### config.mk
export PLATFORM = sky130hd
export DESIGN_NAME = button_conditioner_flat
export DESIGN_NICKNAME = d
export VERILOG_FILES = /design/src/rtl/button_conditioner_if.sv /design/src/rtl/button_conditioner.sv /design/src/flat_wrapper.sv
export SDC_FILE = /design/constraint.sdc
export NUM_CORES = 1
export LEC_CHECK = 0
export ABC_AREA = 1
export BUFFER_PORTS_ARGS = -buffer_cell sky130_fd_sc_hd__buf_4
export CELL_PAD_IN_SITES_DETAIL_PLACEMENT = 1
export CELL_PAD_IN_SITES_GLOBAL_PLACEMENT = 1
export CORE_MARGIN = 2
export CORE_UTILIZATION = 40
export DETAILED_ROUTE_END_ITERATION = 6
export PLACE_DENSITY_LB_ADDON = 0.2
export SYNTH_ARGS = -nofsm -noshare
export SYNTH_HDL_FRONTEND = slang
export SYNTH_SLANG_ARGS = --single-unit
export TNS_END_PERCENT = 30
### constraint.sdc
create_clock -name Clk -period 4.15 [get_ports Clk]
set_clock_uncertainty 0.1 [all_clocks]
set_input_delay 0.415 -clock Clk [delete_from_list [all_inputs] [get_ports Clk]]
set_output_delay 0.415 -clock Clk [all_outputs]
set_load 0.03 [all_outputs]
### src/rtl/button_conditioner_if.sv
// -----------------------------------------------------------------------------
// button_conditioner_if
//
// Bundles the button-side signals of the button conditioner. Clock and reset
// are kept outside as plain ports on the conditioner itself.
//
// Signals:
//   Btn         raw, asynchronous, possibly bouncing button level
//   Pressed     debounced button level
//   Pulse       one-cycle strobe on an accepted press
//   Release     one-cycle strobe on an accepted release
//   PressCount  accepted presses, modulo 2**COUNT_WIDTH
//
// Modports:
//   slave   the conditioner (consumes Btn, produces the conditioned outputs)
//   master  whatever drives the button and consumes the outputs
// -----------------------------------------------------------------------------
interface button_conditioner_if #(
    parameter int COUNT_WIDTH = 8
);
    logic                   Btn;
    logic                   Pressed;
    logic                   Pulse;
    logic                   Release;
    logic [COUNT_WIDTH-1:0] PressCount;

    modport slave (
        input  Btn,
        output Pressed,
        output Pulse,
        output Release,
        output PressCount
    );

    modport master (
        output Btn,
        input  Pressed,
        input  Pulse,
        input  Release,
        input  PressCount
    );
endinterface : button_conditioner_if

### src/rtl/button_conditioner.sv
// -----------------------------------------------------------------------------
// button_conditioner
//
// Front end for a mechanical push button. The raw level is brought into the
// Clk domain through a two-flop synchronizer, then debounced by a four-state
// FSM that only accepts a level change after DEBOUNCE_CYCLES consecutive
// stable synchronized samples. Accepted presses produce a one-cycle Pulse
// (the strobe the downstream flip-flop stage uses as its enable), accepted
// releases a one-cycle Release, and a wrapping counter tracks the presses.
//
// Parameters:
//   DEBOUNCE_CYCLES  stable samples required to accept a change (>= 1)
//   COUNT_WIDTH      width of PressCount
//
// Ports:
//   Clk       system clock, all state updates on the rising edge
//   notReset  asynchronous, active-low reset
//   bus       button_conditioner_if.slave (Btn in; Pressed, Pulse, Release,
//             PressCount out)
//
// Every output comes straight from a flop; nothing is combinational from Btn.
// -----------------------------------------------------------------------------
module button_conditioner #(
    parameter int DEBOUNCE_CYCLES = 1000000,
    parameter int COUNT_WIDTH     = 8
) (
    input  logic                    Clk,
    input  logic                    notReset,
    button_conditioner_if.slave     bus
);

    // -------------------------------------------------------------------------
    // Local types and constants
    // -------------------------------------------------------------------------
    localparam int CNT_W = $clog2(DEBOUNCE_CYCLES + 1);

    localparam logic [CNT_W-1:0] CNT_ZERO = '0;
    localparam logic [CNT_W-1:0] CNT_ONE  = CNT_W'(1);
    localparam logic [CNT_W-1:0] CNT_MAX  = CNT_W'(DEBOUNCE_CYCLES);

    typedef enum logic [1:0] {
        ST_IDLE         = 2'd0,
        ST_PRESS_WAIT   = 2'd1,
        ST_HELD         = 2'd2,
        ST_RELEASE_WAIT = 2'd3
    } state_t;

    // -------------------------------------------------------------------------
    // Synchronizer
    // -------------------------------------------------------------------------
    logic r_btn_s1;
    logic r_btn_sync;

    // NOTE: sequential state is always updated with non-blocking assignments so
    // every flop samples the pre-edge value of its neighbours; a blocking '='
    // here would collapse the two synchronizer stages into one.
    always_ff @(posedge Clk or negedge notReset) begin
        if (!notReset) begin
            r_btn_s1   <= 1'b0;
            r_btn_sync <= 1'b0;
        end else begin
            r_btn_s1   <= bus.Btn;
            r_btn_sync <= r_btn_s1;
        end
    end

    // -------------------------------------------------------------------------
    // Debounce FSM: state register
    // -------------------------------------------------------------------------
    state_t           r_state;
    logic [CNT_W-1:0] r_cnt;

    state_t           w_state_next;
    logic [CNT_W-1:0] w_cnt_next;
    logic             w_accept_press;
    logic             w_accept_release;

    always_ff @(posedge Clk or negedge notReset) begin
        if (!notReset) begin
            r_state <= ST_IDLE;
            r_cnt   <= CNT_ZERO;
        end else begin
            r_state <= w_state_next;
            r_cnt   <= w_cnt_next;
        end
    end

    // -------------------------------------------------------------------------
    // Debounce FSM: next state and counter
    //
    // The WAIT states count how many consecutive samples BtnSync has agreed
    // with the candidate level. Entering a WAIT state already accounts for the
    // sample that triggered the entry, hence cnt starts at 1. Any disagreement
    // sends the FSM straight back to the level it came from.
    // -------------------------------------------------------------------------
    // NOTE: every signal written below gets a default first, so each path
    // through the case leaves it defined and no latch is inferred.
    always_comb begin
        w_state_next     = r_state;
        w_cnt_next       = r_cnt;
        w_accept_press   = 1'b0;
        w_accept_release = 1'b0;

        unique case (r_state)
            ST_IDLE: begin
                if (r_btn_sync) begin
                    w_state_next = ST_PRESS_WAIT;
                    w_cnt_next   = CNT_ONE;
                end
            end

            ST_PRESS_WAIT: begin
                if (!r_btn_sync) begin
                    w_state_next = ST_IDLE;
                    w_cnt_next   = CNT_ZERO;
                end else if (r_cnt == CNT_MAX) begin
                    w_state_next   = ST_HELD;
                    w_cnt_next     = CNT_ZERO;
                    w_accept_press = 1'b1;
                end else begin
                    w_cnt_next = r_cnt + CNT_ONE;
                end
            end

            ST_HELD: begin
                if (!r_btn_sync) begin
                    w_state_next = ST_RELEASE_WAIT;
                    w_cnt_next   = CNT_ONE;
                end
            end

            ST_RELEASE_WAIT: begin
                if (r_btn_sync) begin
                    w_state_next = ST_HELD;
                    w_cnt_next   = CNT_ZERO;
                end else if (r_cnt == CNT_MAX) begin
                    w_state_next     = ST_IDLE;
                    w_cnt_next       = CNT_ZERO;
                    w_accept_release = 1'b1;
                end else begin
                    w_cnt_next = r_cnt + CNT_ONE;
                end
            end

            default: begin
                w_state_next = ST_IDLE;
                w_cnt_next   = CNT_ZERO;
            end
        endcase
    end

    // -------------------------------------------------------------------------
    // Registered outputs
    //
    // Outputs are computed from the next state so they line up with the state
    // register: Pressed is high in exactly the cycles where the state is HELD
    // or RELEASE_WAIT, and the strobes are high in the single cycle following
    // the accepting edge. The two accept conditions come from different
    // states, so Pulse and Release can never coincide.
    // -------------------------------------------------------------------------
    logic                   r_pressed;
    logic                   r_pulse;
    logic                   r_release;
    logic [COUNT_WIDTH-1:0] r_press_count;

    logic w_pressed_next;

    always_comb begin
        w_pressed_next = (w_state_next == ST_HELD) ||
                         (w_state_next == ST_RELEASE_WAIT);
    end

    always_ff @(posedge Clk or negedge notReset) begin
        if (!notReset) begin
            r_pressed     <= 1'b0;
            r_pulse       <= 1'b0;
            r_release     <= 1'b0;
            r_press_count <= '0;
        end else begin
            r_pressed <= w_pressed_next;
            r_pulse   <= w_accept_press;
            r_release <= w_accept_release;
            // Wraps silently at 2**COUNT_WIDTH.
            if (w_accept_press) begin
                r_press_count <= r_press_count + COUNT_WIDTH'(1);
            end
        end
    end

    assign bus.Pressed    = r_pressed;
    assign bus.Pulse      = r_pulse;
    assign bus.Release    = r_release;
    assign bus.PressCount = r_press_count;

endmodule : button_conditioner
### src/flat_wrapper.sv
// flat-port wrapper written by rule: the top's interface ports become plain ports
module button_conditioner_flat 
#(
    parameter int DEBOUNCE_CYCLES = 1000000,
    parameter int COUNT_WIDTH     = 8
)
  (Clk, notReset, bus_Btn, bus_Pressed, bus_Pulse, bus_Release, bus_PressCount);
  button_conditioner_if #(.COUNT_WIDTH(COUNT_WIDTH)) bus_i ();
  input  logic Clk;
  input  logic notReset;
  input wire logic [$bits(bus_i.Btn)-1:0] bus_Btn;
  output wire logic [$bits(bus_i.Pressed)-1:0] bus_Pressed;
  output wire logic [$bits(bus_i.Pulse)-1:0] bus_Pulse;
  output wire logic [$bits(bus_i.Release)-1:0] bus_Release;
  output wire logic [$bits(bus_i.PressCount)-1:0] bus_PressCount;
  assign bus_i.Btn = bus_Btn;
  assign bus_Pressed = bus_i.Pressed;
  assign bus_Pulse = bus_i.Pulse;
  assign bus_Release = bus_i.Release;
  assign bus_PressCount = bus_i.PressCount;
  button_conditioner #(.DEBOUNCE_CYCLES(DEBOUNCE_CYCLES), .COUNT_WIDTH(COUNT_WIDTH)) u_core (.Clk(Clk), .notReset(notReset), .bus(bus_i));
endmodule
-- After elaboration in Yosys (flattened, before gate mapping)
Cells that the tools add are included.
- register bits after elaboration: 35
- equality and inequality tests: 8
- reduce and logical (&&, ||, !) cells: 3
- $add $sub $neg: 2
- multiplexer cells: 18
- operators by type and width (operator ; count):
    $mux W20 ; 5
    $pmux W20 S4 ; 1
    $add A20 B1 Y20 const B ; 1
    $eq A20 B20 Y1 const B ; 1
    $mux W2 ; 6
    $add A8 B1 Y8 const B ; 1
    $eq A2 B2 Y1 const B ; 4
    $pmux W2 S4 ; 1
    $mux W1 ; 5
    $eq A2 B1 Y1 const B ; 1
    $logic_not A2 Y1 ; 1
    $ne A2 B1 Y1 const B ; 1
    $ne A2 B2 Y1 const B ; 1
    $reduce_and A2 Y1 ; 1
    $logic_or A1 B1 Y1 ; 1

-- Depth between registers and ports, before layout
Gate-level depths: netlist of the first run.
- word-level depth: 6
- gate-level depth with buffers: 10
- gate-level depth less buffers: 10

-- Worst setup path after synthesis of the first run
No wires, ideal clock.
- path kind: register -> register
- start: reg u_core.r_cnt[0]
- end: reg u_core.r_press_count[2] (netlist: u_core.bus.PressCount[2])
- cell stages (with the launch flop): 10
- required time: 3928 ps
- arrival: 1292 ps
- setup slack: 2636 ps
- period minus slack after synthesis: 1514 ps
- library setup time: 122 ps
- cell sequence: dfrtp_1 inv_1 ha_1 nand3_1 nor2_1 nand3_1 nor2_4 nand2_4 nand2_1 o21ai_2
- word-level cells in the longest chain between the ends: 4
- RTL lines (item ; line ; source):
    start: declaration ; button_conditioner.sv:71 ; logic [CNT_W-1:0] r_cnt;
    start signal: assignment ; button_conditioner.sv:84 ; r_cnt <= w_cnt_next;
    $eq A20 B20 Y1 ; button_conditioner.sv:116 ; end else if (r_cnt == CNT_MAX) begin
    $mux W1 ; button_conditioner.sv:116 ;
    $mux W1 ; button_conditioner.sv:113 ; if (!r_btn_sync) begin
    $mux W1 ; button_conditioner.sv:104 ; unique case (r_state)
    end signal: assignment ; button_conditioner.sv:185 ; r_press_count <= r_press_count + COUNT_WIDTH'(1);
    end: declaration ; button_conditioner.sv:164 ; logic [COUNT_WIDTH-1:0] r_press_count;
No other way between the ends.
A chain may end at the register's enable or synchronous reset.

-- Final worst setup path of the first run
- start: reg u_core.r_cnt[0]
- end: reg u_core.r_cnt[6]
- word-level cells in the longest chain between the ends: 4
- elaborated cells between the ends (all ways): 6
- those cells by class: 1 x add/sub; 1 x eq/ne; 4 x mux
- RTL lines (item ; line):
    $add A20 B1 Y20 or $eq A20 B20 Y1 (tied branches) ; --
    $mux W20 * ; button_conditioner.sv:116, button_conditioner.sv:136
    $mux W20, on equally long branches ; button_conditioner.sv:133, button_conditioner.sv:113
    $pmux W20 S4 * ; button_conditioner.sv:104
Every way passes the cells marked *; elsewhere a longest branch is shown, timed or not.

==> out/summary.txt, run 1 <==
CTS root buffer -> clkbuf_8
routed len/inst -> 13.7 µm
Vias -> 1721
Leak -> 0.00103 µW
gr usage total -> 0.202
top cell type's share of synthesized area -> 0.438
Clock Tree Buf Depth -> 2
sequential cell area fraction in the yosys report -> 0.438
Final min period -> 2.03 ns
unrepaired setup endpoints after global routing -> false
final period utilization -> 0.490
WP data arrival -> 2.11 ns
R2R Path End -> u_core.r_cnt[6]
1st-pass router iterations -> 4
layer carrying the most global-route usage -> met2
Initial Utilization -> 0.418
type of destination of the critical path -> flop
sequential fraction of design power -> 0.536
# rows -> 25
final setup vio count -> 0
cell area power density -> 287 nW/µm²
synthesized instance count -> 253
Final nets -> 278
cell area after layout -> 2270 µm²
setup_tns -> 0 ns
run status -> finished, final reports clean
Crit path required time -> 4.23 ns
cts repair resizes -> 0
DRC -> 0
post-CTS setup buffers -> 0
Top-Level Pins -> 14
area of the mapped netlist -> 2000 µm²
FF-to-FF Start -> u_core.r_cnt[0]
global-route wire length before repair -> 8.49 mm
HPWL Detailed -> 3.41 mm
Final GP Congestion -> 0.781
Crit Path Max Fanout -> 11
HP Class -> in -> reg
max cap viols -> 0
CTS buffer count -> 5
yosys warns -> 0
Power Total -> 653 µW
DR vias/cell -> 5.06
syn_nets -> 259
Seq cells post-synth -> 35
die width -> 74.7 µm
Finished Layout Cells -> 340
area grow syn2layout -> 13.6%
clock share of power -> 0.406
H-tree depth -> 2
Reg clk slew, reported paths -> 0.08 ns
Hold Path Depth -> 1
core area -> 4790 µm²
port bufs -> 13
share of layout cells above drive strength 1 -> 0.179
met3 usage -> 0.0455
r2r setup slk -> 2.12 ns
area leader, netlist -> dfrtp_1
cts hold-fix bufs -> 1
synth unique cells -> 28
most area-consuming cells after synthesis -> dfrtp_1 (44%), nand2_1 (12%), inv_1 (5.8%)
switch share -> 0.271
met2 Resource Use GR -> 0.332
worst slew pin tran -> 0.504 ns
Worst Path Class, Setup -> reg -> reg
final hold violation count -> 0
DP Worst Slack -> 2.13 ns
Gate power share -> 0.058
DIE AREA -> 5590 µm²
net switching power -> 177 µW
relative slew slack -> 0.662
initial antenna violation count -> 0
GRT overflow -> 0
fin worst setup slack -> 2.12 ns
n_diodes -> 0
Peak Freq -> 492 MHz
design internal power -> 476 µW
largest net degree at the start of global routing -> 36
antenna-violating nets left -> 0
placed cell count -> 331
Die H -> 74.7 µm
FF-to-FF path depth -> 9
vias in the first global route -> 1849
1st-iter DRT viols -> 73
met1 Track Usage GR -> 0.258
WL final -> 4.65 mm
Hold Crit Start -> bus_Btn
Final Max Slew Viols -> 0
Avg Cell Area, Syn -> 7.91 µm²
Max VDD drop -> 0.204 mV
Hold Path Sink -> u_core.r_btn_s1
clk_lat worst skew -> 0.30 ns
dpl cell area -> 2170 µm²
Filler cells -> 596
CTS tree -> done
clock sinks -> 35
critical path launch point type -> flop
metrics by stage:
step | utilization | hold slack, ns
global placement | 0.454 | 0.233
floorplan | - | 0.0194
global route | 0.475 | 0.101
detailed placement | 0.454 | 0.239
CTS | 0.475 | 0.102
finish | 0.475 | 0.117
power groups by stage:
stage          Clock [µW]  Combinational (µW)  Sequential, µW
3_5_place_dp            0                38.4             357
2_1_floorplan           0                23.4             356
3_3_place_gp            0                37.6             357
6_report              265                37.9             350
4_1_cts               277                39.0             350
5_1_grt               287                43.8             351
cells in the final DEF (no fill, tap or decap), types with 6 or more instances in the layout:
cell type / instances
nand2_1: 63
dfrtp_1: 35
inv_1: 31
nor2_1: 23
nand3_1: 21
buf_4: 13
xor2_1: 11
o21ai_0: 9
nor2_2: 8
o22ai_1: 8
nand2_2: 6
cell type report:
type | instances | area (µm²) | share of cell area
tap | 67 | 83.8 | 0.0369
inverter | 33 | 125 | 0.0550
timing repair buffer | 14 | 108 | 0.0473
multi-input combinational | 183 | 988 | 0.435
clock inverter | 3 | 23.8 | 0.0105
sequential | 35 | 876 | 0.385
clock buffer | 5 | 68.8 | 0.0303
routing by layer:
layer	wire [µm]	up-vias	part of all wire
met5	0	-	0
met4	76	0	0.016
met3	146	6	0.031
met2	2230	31	0.48
met1	2200	842	0.47
li1	-	842	-
state kept, by name, indices dropped and copies added, names as in the netlist:
| signal | count |
|---|---|
| u_core.r_btn_sync | 1 |
| u_core.r_btn_s1 | 1 |
| u_core.bus.PressCount | 8 |
| u_core.r_cnt | 20 |
| u_core.bus.Pressed | 1 |
| u_core.bus.Pulse | 1 |
| u_core.bus.Release | 1 |
| u_core.r_state | 2 |
cells by family (layout without fill, tap and decap cells):
kind of cell             after synthesis  in the layout  share of synthesized area
AND/OR/NAND/NOR                      138            138                      0.328
adder cells (fa/ha/maj)                3              3                     0.0188
AO/OA/AOI/OAI                         27             27                     0.0813
buffers and inverters                 35             55                     0.0687
flip-flops                            35             35                      0.438
XOR/XNOR                              15             15                     0.0656
critical path, stage by stage, from the launching register on:
cell	delay [ns]
dfrtp_1	0.40
inv_1	0.13
ha_1	0.19
nand2_1	0.06
nor2_1	0.11
nand3_2	0.13
nand2_1	0.40
inv_2	0.20
nand3_1	0.11
o21ai_0	0.08
how the worst max path moves through the flow:
stage / start / endpoint / slack, ns / cells past startpoint
final: u_core.r_cnt[0] / u_core.r_cnt[6] / 2.12 / 9
after global routing: u_core.r_cnt[0] / u_core.r_cnt[15] / 1.92 / 9
after CTS: u_core.r_cnt[0] / u_core.r_cnt[6] / 2.11 / 9
after detailed placement: u_core.r_cnt[0] / u_core.r_cnt[6] / 2.13 / 9
after global placement: u_core.r_cnt[0] / u_core.r_cnt[15] / 2.16 / 9
after floorplan: u_core.r_cnt[0] / u_core.bus.PressCount[2] / 2.64 / 9
synthesized netlist by cell type:
library cell and instances:
nand2_1 63, dfrtp_1 35, inv_1 31, nor2_1 23, nand3_1 21, xor2_1 11
o21ai_0 9, nor2_2 8, o22ai_1 8, nand2_2 6, nor2_4 5, nor3_1 4
xnor2_1 4, ha_1 3, nand4_1 3, o21ai_2 3, a21oi_1 2, a31oi_1 2
nand2_4 2, o21ai_1 2, a21oi_2 1, buf_2 1, buf_4 1, clkinv_2 1
inv_2 1, nand3_2 1, nor3b_1 1, nor4_1 1
Power figures use the tool's default switching activity.
==> run 2, diff against run 1 <==
clock period = 1.8 ns   (was 4.15 ns; I/O delays follow)
==> out/summary.txt, run 2 (synthesis gave the netlist of run 1 again) <==
Crit Path Max Fanout -> 9 (-2)
Final min period -> 1.66 ns (-0.370 ns)
sequential fraction of design power -> 0.490 (-0.046)
Die H -> 74.7 µm (unchanged)
antenna-violating nets left -> 0 (unchanged)
initial antenna violation count -> 0 (unchanged)
type of destination of the critical path -> flop
setup_tns -> 0 ns (unchanged)
WL final -> 4.79 mm (+2.9%)
relative slew slack -> 0.684 (+0.0223)
Final nets -> 284 (+2.2%)
clock share of power -> 0.453 (+0.047)
critical path's slowest cell -> dfrtp_1
CP top delay family -> simple AND/OR/NAND/NOR gates
CTS tree -> done
n_diodes -> 0 (unchanged)
design internal power -> 1280 µW (+170%)
H-tree depth -> 2 (unchanged)
port bufs -> 13 (unchanged)
Worst Path Class, Setup -> reg -> reg
HP Class -> in -> async
clock sinks -> 35 (unchanged)
Final Max Slew Viols -> 0 (unchanged)
share of layout cells above drive strength 1 -> 0.201 (+0.0212)
final period utilization -> 0.925 (+0.435)
routed len/inst -> 13.8 µm (+1.1%)
final setup vio count -> 0 (unchanged)
WP data arrival -> 1.74 ns (-0.37 ns)
Leak -> 0.00107 µW (+4.5%)
clk_lat worst skew -> 0.29 ns (about the same)
cell area after layout -> 2350 µm² (+3.4%)
crit path cell chain -> inv_2 -> ha_1 -> nand3_1 -> nor2_1 -> nand3_2 -> nor2_4 -> nand2_4 -> nand2_1 -> o21ai_2
Vias -> 1689 (-1.9%)
vias in the first global route -> 1693 (-8.4%)
critical path launch point type -> flop
CP bufs+invs -> 1 (-1)
HPWL Detailed -> 3.63 mm (+6.3%)
Initial Utilization -> 0.418 (unchanged)
switch share -> 0.227 (-0.0445)
Filler cells -> 599 (+0.50%)
1st-iter DRT viols -> 46 (-37%)
CTS buffer count -> 5 (unchanged)
area grow syn2layout -> 17.4%
Peak Freq -> 601 MHz (+22%)
dpl cell area -> 2200 µm² (+1.4%)
Top-Level Pins -> 14 (unchanged)
CTS root buffer -> clkbuf_8
DRC -> 0 (unchanged)
cell area power density -> 702 nW/µm² (+140%)
Crit path required time -> 1.88 ns (-2.35 ns)
gr usage total -> 0.196 (-0.00691)
leading cell type in the layout, fill and taps excluded -> nand2_1
Largest Register -> u_core.r_cnt
core area -> 4790 µm² (unchanged)
1st-pass router iterations -> 4 (unchanged)
FF-to-FF path depth -> 9 (unchanged)
global-route wire length before repair -> 8.15 mm (-4.0%)
CP peak stage delay -> 0.41 ns (about the same)
net switching power -> 374 µW (+110%)
Final GP Congestion -> 0.832 (+6.5%)
GRT overflow -> 0 (unchanged)
# rows -> 25 (unchanged)
unrepaired setup endpoints after global routing -> false
final hold violation count -> 0 (unchanged)
run status -> finished, final reports clean
die width -> 74.7 µm (unchanged)
Reg clk slew, reported paths -> 0.07 ns (about the same)
WP depth -> 9 (unchanged)
worst slew pin tran -> 0.470 ns (-0.0331 ns)
largest net degree at the start of global routing -> 36 (unchanged)
DR vias/cell -> 4.88 (-3.6%)
commonest cells after routing, fill and taps aside -> nand2_1 (63), dfrtp_1 (35), inv_1 (30), nor2_1 (23), nand3_1 (20)
flip-flop count of the largest register after layout -> 20 (unchanged)
max cap viols -> 0 (unchanged)
Gate power share -> 0.058 (about the same)
Clock Tree Buf Depth -> 2 (unchanged)
Max VDD drop -> 0.388 mV (+90%)
DIE AREA -> 5590 µm² (unchanged)
==> run 2: final timing paths <==
| path | start | to | slack (ns) |
|---|---|---|---|
| max | u_core.r_cnt[0] | u_core.bus.PressCount[5] | 0.14 |
| min | notReset | u_core.r_cnt[7] | 0.28 |
| min reg2reg | u_core.r_btn_s1 | u_core.r_btn_sync | 0.28 |
| max in group asynchronous | notReset | u_core.bus.PressCount[3] | 1.00 |
| max reg2reg | u_core.r_cnt[0] | u_core.bus.PressCount[5] | 0.14 |
| min in group Clk | u_core.r_btn_s1 | u_core.r_btn_sync | 0.28 |
==> run 2: worst reg2reg max path, stage by stage (launching register included) <==
cell	delay, ns
dfrtp_1	0.41
inv_2	0.10
ha_1	0.18
nand3_1	0.09
nor2_1	0.14
nand3_2	0.10
nor2_4	0.16
nand2_4	0.11
nand2_1	0.11
o21ai_2	0.06
==> run 2: per-layer routing <==
layer  share of wire  GRT usage  up-vias
met5               0          0        -
met4           0.014     0.0615        0
met3           0.024     0.0415        9
met2            0.49      0.329       19
met1            0.47      0.253      810
li1                -          -      851
==> run 2: what timing repair did <==
action,in CTS,in global routing
endpoints found under the setup margin,0,8
setup buffers,0,1
hold endpoints to repair,36,0
gates resized for setup,0,2
hold buffers,2,0
==> run 2: area by class of cell <==
type	instances	area (µm²)	area share
Clock inverter	2	35.0	0.0149
Multi-Input combinational cell	183	993	0.423
Clock buffer	6	82.6	0.0351
Inverter	33	125	0.0532
Tap cell	67	83.8	0.0357
Sequential cell	35	876	0.373
Timing Repair Buffer	20	155	0.0660
==> run 2: power by group through the flow <==
stage	clock network (µW)	logic [µW]	registers, µW
floorplan	0	53.9	820
global placement	0	92.6	823
detailed placement	0	94.4	823
CTS	761	98.0	808
global route	799	108	810
finish	747	95.4	808
==> run 2: stage by stage <==
stage          std cells  worst slack (ns)   util  total power, µW  hold WS, ns
2_1_floorplan        253             0.286      -              874       -0.216
3_3_place_gp         335            0.0932  0.460              915       0.0667
3_5_place_dp         335            0.0594  0.460              918       0.0686
4_1_cts              345            0.0422  0.489             1670        0.280
5_1_grt              346           0.00505  0.491             1720        0.288
6_report             346             0.135  0.491             1650        0.277
==> run 3, diff against run 2 <==
CAP_MARGIN = 20   (was default)
CORE_ASPECT_RATIO = 0.75   (was default)
==> out/summary.txt, run 3 (synthesis gave the netlist of run 1 again) <==
run status -> finished, final reports clean
vias in the first global route -> 1703 (+0.59%)
Filler cells -> 607 (+1.3%)
Initial Utilization -> 0.413 (-0.00508)
DR vias/cell -> 5.02 (+2.8%)
1st-pass router iterations -> 4 (unchanged)
WL final -> 4.96 mm (+3.7%)
DIE AREA -> 5590 µm² (+0.10%)
switch share -> 0.225 (-0.00198)
H-tree depth -> 2 (unchanged)
Critical path origin -> u_core.r_cnt[1]
critical path launch point type -> flop
area grow syn2layout -> 18.0%
final period utilization -> 0.926 (+0.00159)
routed len/inst -> 14.6 µm (+5.2%)
Final nets -> 286 (+0.70%)
unrepaired setup endpoints after global routing -> false
FF-to-FF path depth -> 9 (unchanged)
Max VDD drop -> 0.449 mV (+16%)
Vias -> 1712 (+1.4%)
final setup vio count -> 0 (unchanged)
Critical Path Most Common Cell -> nand3_1
Final GP Congestion -> 0.797 (-4.2%)
largest net degree at the start of global routing -> 36 (unchanged)
max cap viols -> 0 (unchanged)
n_diodes -> 0 (unchanged)
clock sinks -> 35 (unchanged)
Top-Level Pins -> 14 (unchanged)
share of layout cells above drive strength 1 -> 0.217 (+0.0164)
Leak -> 0.00108 µW (+0.74%)
area of the multi-input gates -> 998 µm² (+0.50%)
Worst Path Class, Setup -> reg -> reg
leading cell type in the layout, fill and taps excluded -> nand2_1
1st-iter DRT viols -> 88 (+91%)
FF-to-FF Start -> u_core.r_cnt[1]
CP bufs+invs -> 1 (unchanged)
relative slew slack -> 0.692 (+0.00799)
gr usage total -> 0.198 (+0.00232)
flip-flop count of the largest register after layout -> 20 (unchanged)
CP top delay family -> simple AND/OR/NAND/NOR gates
Final min period -> 1.67 ns (+0.00286 ns)
Crit Path Max Fanout -> 9 (unchanged)
Power Total -> 1650 µW (-0.16%)
antenna-violating nets left -> 0 (unchanged)
Crit path required time -> 1.88 ns (about the same)
final hold violation count -> 0 (unchanged)
setup_tns -> 0 ns (unchanged)
critical path's slowest cell -> dfrtp_1
WP depth -> 9 (unchanged)
cell area power density -> 698 nW/µm² (-0.64%)
die width -> 85.7 µm (+15%)
Hold Path Depth -> 0
Peak Freq -> 600 MHz (-0.17%)
crit path cell chain -> inv_1 -> ha_2 -> nand3_1 -> nor2_1 -> nand3_1 -> nor2_4 -> nand2_4 -> nand2_1 -> o21ai_2
type of destination of the critical path -> flop
Clock Tree Buf Depth -> 2 (unchanged)
Seq. cell area -> 876 µm² (unchanged)
port bufs -> 13 (unchanged)
Hold Crit Start -> u_core.r_btn_s1
sequential fraction of design power -> 0.491 (about the same)
CTS buffer count -> 5 (unchanged)
CP peak stage delay -> 0.41 ns (about the same)
Die H -> 65.3 µm (-13%)
core area -> 4840 µm² (+1.2%)
WP data arrival -> 1.75 ns (about the same)
worst hold slack -> 0.248 ns (-0.0284 ns)
Largest Register -> u_core.r_cnt
initial antenna violation count -> 0 (unchanged)
commonest cells after routing, fill and taps aside -> nand2_1 (62), dfrtp_1 (35), inv_1 (30), nor2_1 (21), nand3_1 (21)
CTS tree -> done
Gate power share -> 0.061 (+0.003)
CTS root buffer -> clkbuf_8
fin worst setup slack -> 0.132 ns (-0.00286 ns)
design internal power -> 1280 µW (about the same)
worst slew pin tran -> 0.462 ns (-0.00837 ns)
clock share of power -> 0.449 (-0.004)
HP Class -> reg -> reg
DRC -> 0 (unchanged)
global-route wire length before repair -> 8.43 mm (+3.5%)
Final Max Slew Viols -> 0 (unchanged)
Reg clk slew, reported paths -> 0.07 ns (about the same)
# rows -> 22 (-12%)
DP Worst Slack -> 0.136 ns (+0.0769 ns)
net switching power -> 371 µW (-1.0%)
GRT overflow -> 0 (unchanged)
clk_lat worst skew -> 0.29 ns (about the same)
HPWL Detailed -> 3.67 mm (+1.1%)
==> run 3: worst reg2reg max path, stage by stage, from the launching register on <==
cell and delay, ns:
dfrtp_1 0.41, inv_1 0.10, ha_2 0.19, nand3_1 0.09, nor2_1 0.11, nand3_1 0.12
nor2_4 0.18, nand2_4 0.11, nand2_1 0.11, o21ai_2 0.05
==> run 3: layout make-up <==
class	instances	share of cell area
Clock buffer	6	0.0350
Clock inverter	2	0.0148
Inverter	33	0.0530
Multi-Input combinational cell	183	0.423
Sequential cell	35	0.371
Tap cell	60	0.0318
Timing Repair Buffer	22	0.0720
==> run 3: worst paths after layout <==
| check | to | slack [ns] |
|---|---|---|
| worst max-delay path | u_core.bus.PressCount[2] | 0.13 |
| worst min-delay path | u_core.r_btn_sync | 0.25 |
| worst max register to register | u_core.bus.PressCount[2] | 0.13 |
| worst min register to register | u_core.r_btn_sync | 0.25 |
| max in group asynchronous | u_core.bus.Release | 0.98 |
| min in group asynchronous | u_core.r_cnt[13] | 0.29 |
==> run 3: through the flow <==
| step | cells | utilization | cell area, µm² |
|---|---|---|---|
| floorplan | 253 | - | 2000 |
| global placement | 329 | 0.454 | 2200 |
| detailed placement | 329 | 0.454 | 2200 |
| CTS | 339 | 0.482 | 2340 |
| global route | 341 | 0.488 | 2360 |
| finish | 341 | 0.488 | 2360 |
==> run 3: power by group through the flow <==
stage | sequential (µW) | clock [µW] | combinational (µW)
6_report | 808 | 739 | 100
5_1_grt | 810 | 796 | 113
4_1_cts | 807 | 777 | 98.6
3_5_place_dp | 823 | 0 | 93.4
3_3_place_gp | 822 | 0 | 93.2
2_1_floorplan | 820 | 0 | 53.9
==> run 3: timing repair <==
action                                 CTS  global route
buffers inserted                         0             2
endpoints found under the hold margin   36             0
hold buffers                             2             0
resized for setup                        0             5
setup endpoints to repair                0            27
==> run 3: layer usage <==
metal  wire [µm]  up-vias  global-route usage
met5           0        -                   0
met4          31        0              0.0476
met3         109        4              0.0440
met2        2210       17               0.313
met1        2620      832               0.278
li1            -      859                   -
